### config.mk
export PLATFORM = sky130hd
export DESIGN_NAME = ttt_turn_sequencer
export DESIGN_NICKNAME = d
export VERILOG_FILES = /design/src/rtl/ttt_pkg.sv /design/src/rtl/ttt_turn_timer.sv /design/src/rtl/ttt_turn_sequencer.sv
export SDC_FILE = /design/constraint.sdc
export NUM_CORES = 1
export LEC_CHECK = 0
export ABC_AREA = 1
export CORE_MARGIN = 5
export CORE_UTILIZATION = 49
export CTS_CLUSTER_DIAMETER = 120
export DETAILED_ROUTE_END_ITERATION = 10
export GPL_TIMING_DRIVEN = 0
export PLACE_DENSITY = 0.8
export RECOVER_POWER = 50
export SYNTH_ARGS = -nofsm -noshare
export SYNTH_HDL_FRONTEND = slang
export SYNTH_SLANG_ARGS = --single-unit
### constraint.sdc
create_clock -name clock -period 2.3 [get_ports clock]
set_input_delay 0.46 -clock clock [delete_from_list [all_inputs] [get_ports clock]]
set_output_delay 0.46 -clock clock [all_outputs]
set_load 0.02 [all_outputs]
### src/rtl/ttt_pkg.sv
// Shared cell/result codes, sequencer states and board helpers for the tic-tac-toe controller.
package ttt_pkg;

  localparam int NUM_CELLS = 9;

  typedef enum logic [1:0] {
    EMPTY    = 2'b00,
    PLAYER   = 2'b01,
    COMPUTER = 2'b10
  } cell_e;

  typedef enum logic [1:0] {
    RES_NONE     = 2'b00,
    RES_PLAYER   = 2'b01,
    RES_COMPUTER = 2'b10,
    RES_DRAW     = 2'b11
  } result_e;

  typedef enum logic [2:0] {
    S_IDLE,
    S_CLEAR,
    S_PL_TURN,
    S_PL_CHECK,
    S_PC_TURN,
    S_PC_CHECK,
    S_DONE
  } state_e;

  // Out-of-range cells read as EMPTY; callers range-check the position separately.
  function automatic logic [1:0] cell_of(input logic [2*NUM_CELLS-1:0] board, input logic [3:0] k);
    cell_of = EMPTY;
    for (int i = 0; i < NUM_CELLS; i++) begin
      if (k == i[3:0]) cell_of = board[2*i +: 2];
    end
  endfunction

endpackage

### src/rtl/ttt_turn_timer.sv
// Per-turn cycle counter; expire is combinational in the cycle the count reaches TIMEOUT_CYCLES-1.
// No backpressure: clr has priority over en.
module ttt_turn_timer #(
  parameter int TIMEOUT_CYCLES = 1000
) (
  input  logic clock,
  input  logic reset,
  input  logic clr,
  input  logic en,
  output logic expire
);

  localparam logic [15:0] LIMIT = 16'(TIMEOUT_CYCLES - 1);

  logic [15:0] cnt_q, cnt_d;

  always_comb begin
    cnt_d = cnt_q;
    if (clr)     cnt_d = '0;
    else if (en) cnt_d = cnt_q + 16'd1;
  end

  always_ff @(posedge clock or posedge reset) begin
    if (reset) cnt_q <= '0;
    else       cnt_q <= cnt_d;
  end

  assign expire = en && (cnt_q == LIMIT);

endmodule

### src/rtl/ttt_turn_sequencer.sv
// Turn arbiter for the board write port: acks/nacks and writes are same-cycle (Mealy) in a TURN state,
// results and scores register one cycle after the write; the off-turn requester is simply left waiting.
module ttt_turn_sequencer
  import ttt_pkg::*;
#(
  parameter int TIMEOUT_CYCLES = 1000,
  parameter int SCORE_W        = 8,
  parameter bit FIRST_MOVER    = 1'b0
) (
  input  logic               clock,
  input  logic               reset,
  input  logic               start,
  input  logic               pl_req,
  input  logic [3:0]         pl_pos,
  input  logic               pc_req,
  input  logic [3:0]         pc_pos,
  input  logic [17:0]        board,
  input  logic               win,
  input  logic [1:0]         who,
  input  logic               no_space,
  output logic               board_clr,
  output logic               wr_en,
  output logic [3:0]         wr_pos,
  output logic [1:0]         wr_who,
  output logic               pl_ack,
  output logic               pc_ack,
  output logic               pl_nack,
  output logic               pc_nack,
  output logic [1:0]         turn,
  output logic               timeout,
  output logic               game_over,
  output logic [1:0]         result,
  output logic [SCORE_W-1:0] pl_score,
  output logic [SCORE_W-1:0] pc_score
);

  state_e               state_q, state_d;
  logic                 nf_q, nf_d;
  logic [1:0]           result_q, result_d;
  logic [SCORE_W-1:0]   pl_score_q, pl_score_d;
  logic [SCORE_W-1:0]   pc_score_q, pc_score_d;
  logic                 expire, tmr_clr, tmr_en;
  logic                 pl_legal, pc_legal;

  assign pl_legal = (pl_pos < 4'(NUM_CELLS)) && (cell_of(board, pl_pos) == EMPTY);
  assign pc_legal = (pc_pos < 4'(NUM_CELLS)) && (cell_of(board, pc_pos) == EMPTY);

  // Any state change restarts the count, so every TURN entry (including a forfeit hand-over) begins at 0.
  assign tmr_en  = (state_q == S_PL_TURN) || (state_q == S_PC_TURN);
  assign tmr_clr = (state_d != state_q);

  ttt_turn_timer #(.TIMEOUT_CYCLES(TIMEOUT_CYCLES)) u_timer (
    .clock  (clock),
    .reset  (reset),
    .clr    (tmr_clr),
    .en     (tmr_en),
    .expire (expire)
  );

  always_comb begin
    state_d    = state_q;
    nf_d       = nf_q;
    result_d   = result_q;
    pl_score_d = pl_score_q;
    pc_score_d = pc_score_q;
    board_clr  = 1'b0;
    wr_en      = 1'b0;
    wr_pos     = '0;
    wr_who     = EMPTY;
    pl_ack     = 1'b0;
    pc_ack     = 1'b0;
    pl_nack    = 1'b0;
    pc_nack    = 1'b0;
    turn       = EMPTY;
    timeout    = 1'b0;
    game_over  = 1'b0;

    case (state_q)
      S_IDLE: if (start) state_d = S_CLEAR;
      S_DONE: begin
        game_over = 1'b1;
        if (start) state_d = S_CLEAR;
      end
      S_CLEAR: begin
        board_clr = 1'b1;
        result_d  = RES_NONE;
        state_d   = nf_q ? S_PC_TURN : S_PL_TURN;
        nf_d      = ~nf_q;
      end
      S_PL_TURN: begin
        turn = PLAYER;
        if (start) begin
          state_d = S_CLEAR;
        end else if (pl_req && pl_legal) begin
          wr_en   = 1'b1;
          wr_pos  = pl_pos;
          wr_who  = PLAYER;
          pl_ack  = 1'b1;
          state_d = S_PL_CHECK;
        end else begin
          pl_nack = pl_req;
          if (expire) begin
            timeout = 1'b1;
            state_d = S_PC_TURN;
          end
        end
      end
      S_PC_TURN: begin
        turn = COMPUTER;
        if (start) begin
          state_d = S_CLEAR;
        end else if (pc_req && pc_legal) begin
          wr_en   = 1'b1;
          wr_pos  = pc_pos;
          wr_who  = COMPUTER;
          pc_ack  = 1'b1;
          state_d = S_PC_CHECK;
        end else begin
          pc_nack = pc_req;
          if (expire) begin
            timeout = 1'b1;
            state_d = S_PL_TURN;
          end
        end
      end
      S_PL_CHECK, S_PC_CHECK: begin
        if (start) begin
          state_d = S_CLEAR;
        end else if (win) begin
          state_d  = S_DONE;
          result_d = who;
          if (who == PLAYER   && pl_score_q != '1) pl_score_d = pl_score_q + 1'b1;
          if (who == COMPUTER && pc_score_q != '1) pc_score_d = pc_score_q + 1'b1;
        end else if (no_space) begin
          state_d  = S_DONE;
          result_d = RES_DRAW;
        end else begin
          state_d = (state_q == S_PL_CHECK) ? S_PC_TURN : S_PL_TURN;
        end
      end
      default: state_d = S_IDLE;
    endcase
  end

  always_ff @(posedge clock or posedge reset) begin
    if (reset) begin
      state_q    <= S_IDLE;
      nf_q       <= FIRST_MOVER;
      result_q   <= RES_NONE;
      pl_score_q <= '0;
      pc_score_q <= '0;
    end else begin
      state_q    <= state_d;
      nf_q       <= nf_d;
      result_q   <= result_d;
      pl_score_q <= pl_score_d;
      pc_score_q <= pc_score_d;
    end
  end

  assign result   = result_q;
  assign pl_score = pl_score_q;
  assign pc_score = pc_score_q;

endmodule

==> impl_metrics.toml <==
[final_layout]
finalNetCount = 491
final.fill_count = 393
post-route-cell-area_mm2 = 0.00383
layout-drive-gt1-share_pct = 33.8
antenna_cells = 0
flow.area_growth_from_synthesis_pct = 43.3
final_core_utilization_pct = 73.6

[drt]
drtIter0Drc = 187
drt_drc_violations_left = 0
drt-wirelength-per-cell_um = 15.5
via_per_inst = 5.32
detailedRoute.firstPassIterationCount = 7
postRouteWirelength_um = 8110
ant_nets = 0
num_vias = 2780

[critical_path]
path_class = "reg2out"
end_kind = "primary output"
crit_path_start_kind = "register"
crit_path_top_delay_cell = "dfrtp_1"
arrival_ns = 1.96
worst-endpoint-required_ns = 1.84
worst_r2r_startpoint = "state_q[0]$_DFF_PP0_"
worst_path_largest_cell_delay_ns = 0.42
regToRegEndpoint = "u_timer.cnt_q[0]$_DFFE_PP0P_"
cp_cell_sequence = "nor2_2 > inv_2 > nor2_4 > inv_4 > nand2_8 > nand4_4 > nor3_4 > nand2_1 > nand2_2 > buf_6"
path_max_fanout = 6
worstRegToRegCells = 16
r2r_setup_slack_ns = -0.12

[synth]
seq_area_frac_synth_pct = 35.6
postSynth.asyncResetShare_pct = 100
avgSynthCellArea_um2 = 7.66
synth_nets = 387
synthMostInstantiatedCell = "nand2_1"
ys_top_cells_by_count = "84 x nand2_1, 48 x inv_1, 38 x dfrtp_1, 38 x nor2_1, 22 x nand3_1"
yosysWarningCount = 0
synth.area.top_cells = "dfrtp_1 36%, nand2_1 12%, inv_1 6.7%, xor2_1 5.9%, nor2_1 5.3%"
synth_top_flop_cell = "dfrtp_1"
synthesis_stage_register_bit_count = 38
synth_top_cell_area_share_pct = 35.6
cell_type_with_the_highest_aggregate_area_in_the_netlist = "dfrtp_1"
mappedNetlistArea_mm2 = 0.00267
synth_edf_count = 0
postSynthCellCount = 349
netlist-cell-type-count = 35

[place]
gp_routability_congestion = 0.919
dp_hpwl_um = 5210
area_of_placed_instances_mm2 = 0.00344
io_buffer_count = 67

[floorplan]
ioPinCount = 69
dieArea_mm2 = 0.00703
fp.dieW_um = 83.9
initial_utilization_pct = 51.3
design.core.area_mm2 = 0.00520
die_ht_um = 83.9
floorplan.rows = 26

[timing]
timing_worst_slew_pin_value_ns = 1.44
setup_violations = 20
rsz0062_at_grt = "yes"
final_max_slew_viols = 0
slew_headroom_pct = 4.17
period_share_pct = 105
finalHoldWorstSlack_ns = 0.493
hold_violations = 0
post-route-worst-setup-slack_ns = -0.121
timing.final.crit_period_ns = 2.42
timing.fmax_mhz = 413
fin_skew_ns = 0.00767

[min_path]
min_path_type = "reg2reg"
min-delay-start = "pc_score[7]$_DFFE_PP0P_"
holdPathEnd = "pc_score[7]$_DFFE_PP0P_"
worst_hold_path.num_cells = 1

[global_routing]
grt_max_degree = 39
first_global_vias = 2755
global_route.peak_usage_layer = "met2"
use_met1_pct = 26.6
groute.layer.met3.usage_pct = 3.95
number_of_antenna_violations_at_the_first_check_in_global_routing = 0
groute.usage.overall_pct = 21.8
globalRoute.totalOverflow = 0
grtUsageMet2_pct = 38.0
wire_length_of_the_first_global_routing_pass_um = 12600

[run_status]
status = "finished, violations left"
violations = "setup timing"

[pwr]
power_density_normalized_to_cell_area_mw_per_mm2 = 799
peakVddDrop_v = 0.000744
leakage_nw = 1.80
design_power_total_w = 0.00306

[run]
timing.max_cap.violations = 0

[clock_tree]
clock_latency_ns = 0.30
clk_pin_slew_worst_paths_ns = 0.07
clk_path_buf_depth = 2
htree_levels = 2
clkSinkCount = 38
root_driver = "clkbuf_8"
cts_buffers = 5
cts_tree = "built"
==> critical path, delay by kind of cell, from the launching register on <==
family                 cells  cell delay (ns)
buffers and inverters      3             0.28
AND/OR/NAND/NOR            7             0.97
flip-flops                 1             0.42
==> cell type report <==
class                   instances  area (µm²)  area share [%]
well taps                      70        87.6            2.29
clock inverters                 1        30.0           0.784
flip-flops and latches         38         952            24.9
repair buffers                 97         796            20.8
plain buffers                   2        23.8           0.621
multi-input cells             256        1650            43.0
clock buffers                   6        82.6            2.16
inverters                      53         211            5.52
==> cells in the final DEF, fill, tap and decap left out, types with 3 or more instances in the layout <==
cell	Yosys	final
clkbuf_8	0	6
nand2_1	84	75
nand4_1	10	10
nand3_1	22	20
o21ai_2	0	4
ha_1	3	3
a21oi_1	5	4
nand3_2	1	3
inv_2	4	15
nor3_2	4	3
nand2_2	7	16
o21ai_1	3	5
dlygate4sd2_1	0	5
clkbuf_2	0	5
nor2_4	11	16
o22ai_1	5	4
xor2_1	18	18
o21ai_0	10	4
dfrtp_1	38	37
xnor2_1	9	9
buf_2	0	18
clkdlybuf4s50_1	0	29
inv_1	48	34
nor2_1	38	30
buf_4	0	31
buf_6	0	6
nor3_1	9	6
inv_4	1	3
nor2_2	2	5
nor3_4	0	4
==> metal layers <==
| metal | part of all wire (%) | up-vias | wire length, µm |
|---|---|---|---|
| met4 | 3.1 | 0 | 248 |
| met2 | 51 | 103 | 4130 |
| met3 | 5.0 | 26 | 406 |
| li1 | - | 1325 | - |
| met5 | 0 | - | 0 |
| met1 | 41 | 1326 | 3320 |
==> repair_timing <==
action | 4_1_cts | 5_1_grt
hold buffers | 0 | 0
endpoints found under the setup margin | 22 | 34
pin swaps | 39 | 12
cloned | 0 | 1
resized for setup | 159 | 40
buffers inserted | 22 | 7
==> sequential cells by signal, summed over array words and instances, names as in the netlist <==
| signal | cells |
|---|---|
| state_q | 3 |
| pl_score | 8 |
| pc_score | 8 |
| u_timer.cnt_q | 16 |
| result | 2 |
| nf_q | 1 |
==> stage by stage <==
step / setup slack, ns / setup TNS (ns) / std cells
6_report: -0.121 / -1.55 / 523
2_1_floorplan: -0.0779 / -0.220 / 349
3_3_place_gp: -0.937 / -14.02 / 486
4_1_cts: 0.00300 / 0 / 515
5_1_grt: -0.187 / -3.44 / 523
3_5_place_dp: -0.935 / -15.66 / 486
==> worst max-delay path by stage <==
stage	start	to	slack (ns)	depth (start not counted)
6_report	state_q[0]$_DFF_PP0_	timeout	-0.12	10
3_3_place_gp	pc_pos[1]	wr_pos[0]	-0.94	14
3_5_place_dp	pl_pos[1]	wr_pos[1]	-0.93	15
4_1_cts	board[10]	wr_pos[0]	0.003	15
5_1_grt	state_q[0]$_DFF_PP0_	u_timer.cnt_q[0]$_DFFE_PP0P_	-0.19	16
2_1_floorplan	pc_pos[3]	wr_pos[0]	-0.08	11
==> power by group <==
part | switching, W | internal [W]
Sequential | 0.000107 | 0.000768
Clock | 0.000243 | 0.000347
Combinational | 0.000933 | 0.000660
Total | 0.00128 | 0.00178
==> cell families after synthesis <==
| kind of cell | share of synthesized area (%) |
|---|---|
| and+or+nand+nor | 39.1 |
| buffers and inverters | 8.43 |
| DFF | 35.6 |
| AOI/OAI and AO/OA | 6.27 |
| xor gates and xnor gates | 8.85 |
| adders and majority gates | 1.40 |
| muxes | 0.375 |
(Power assumes the default switching activity.)
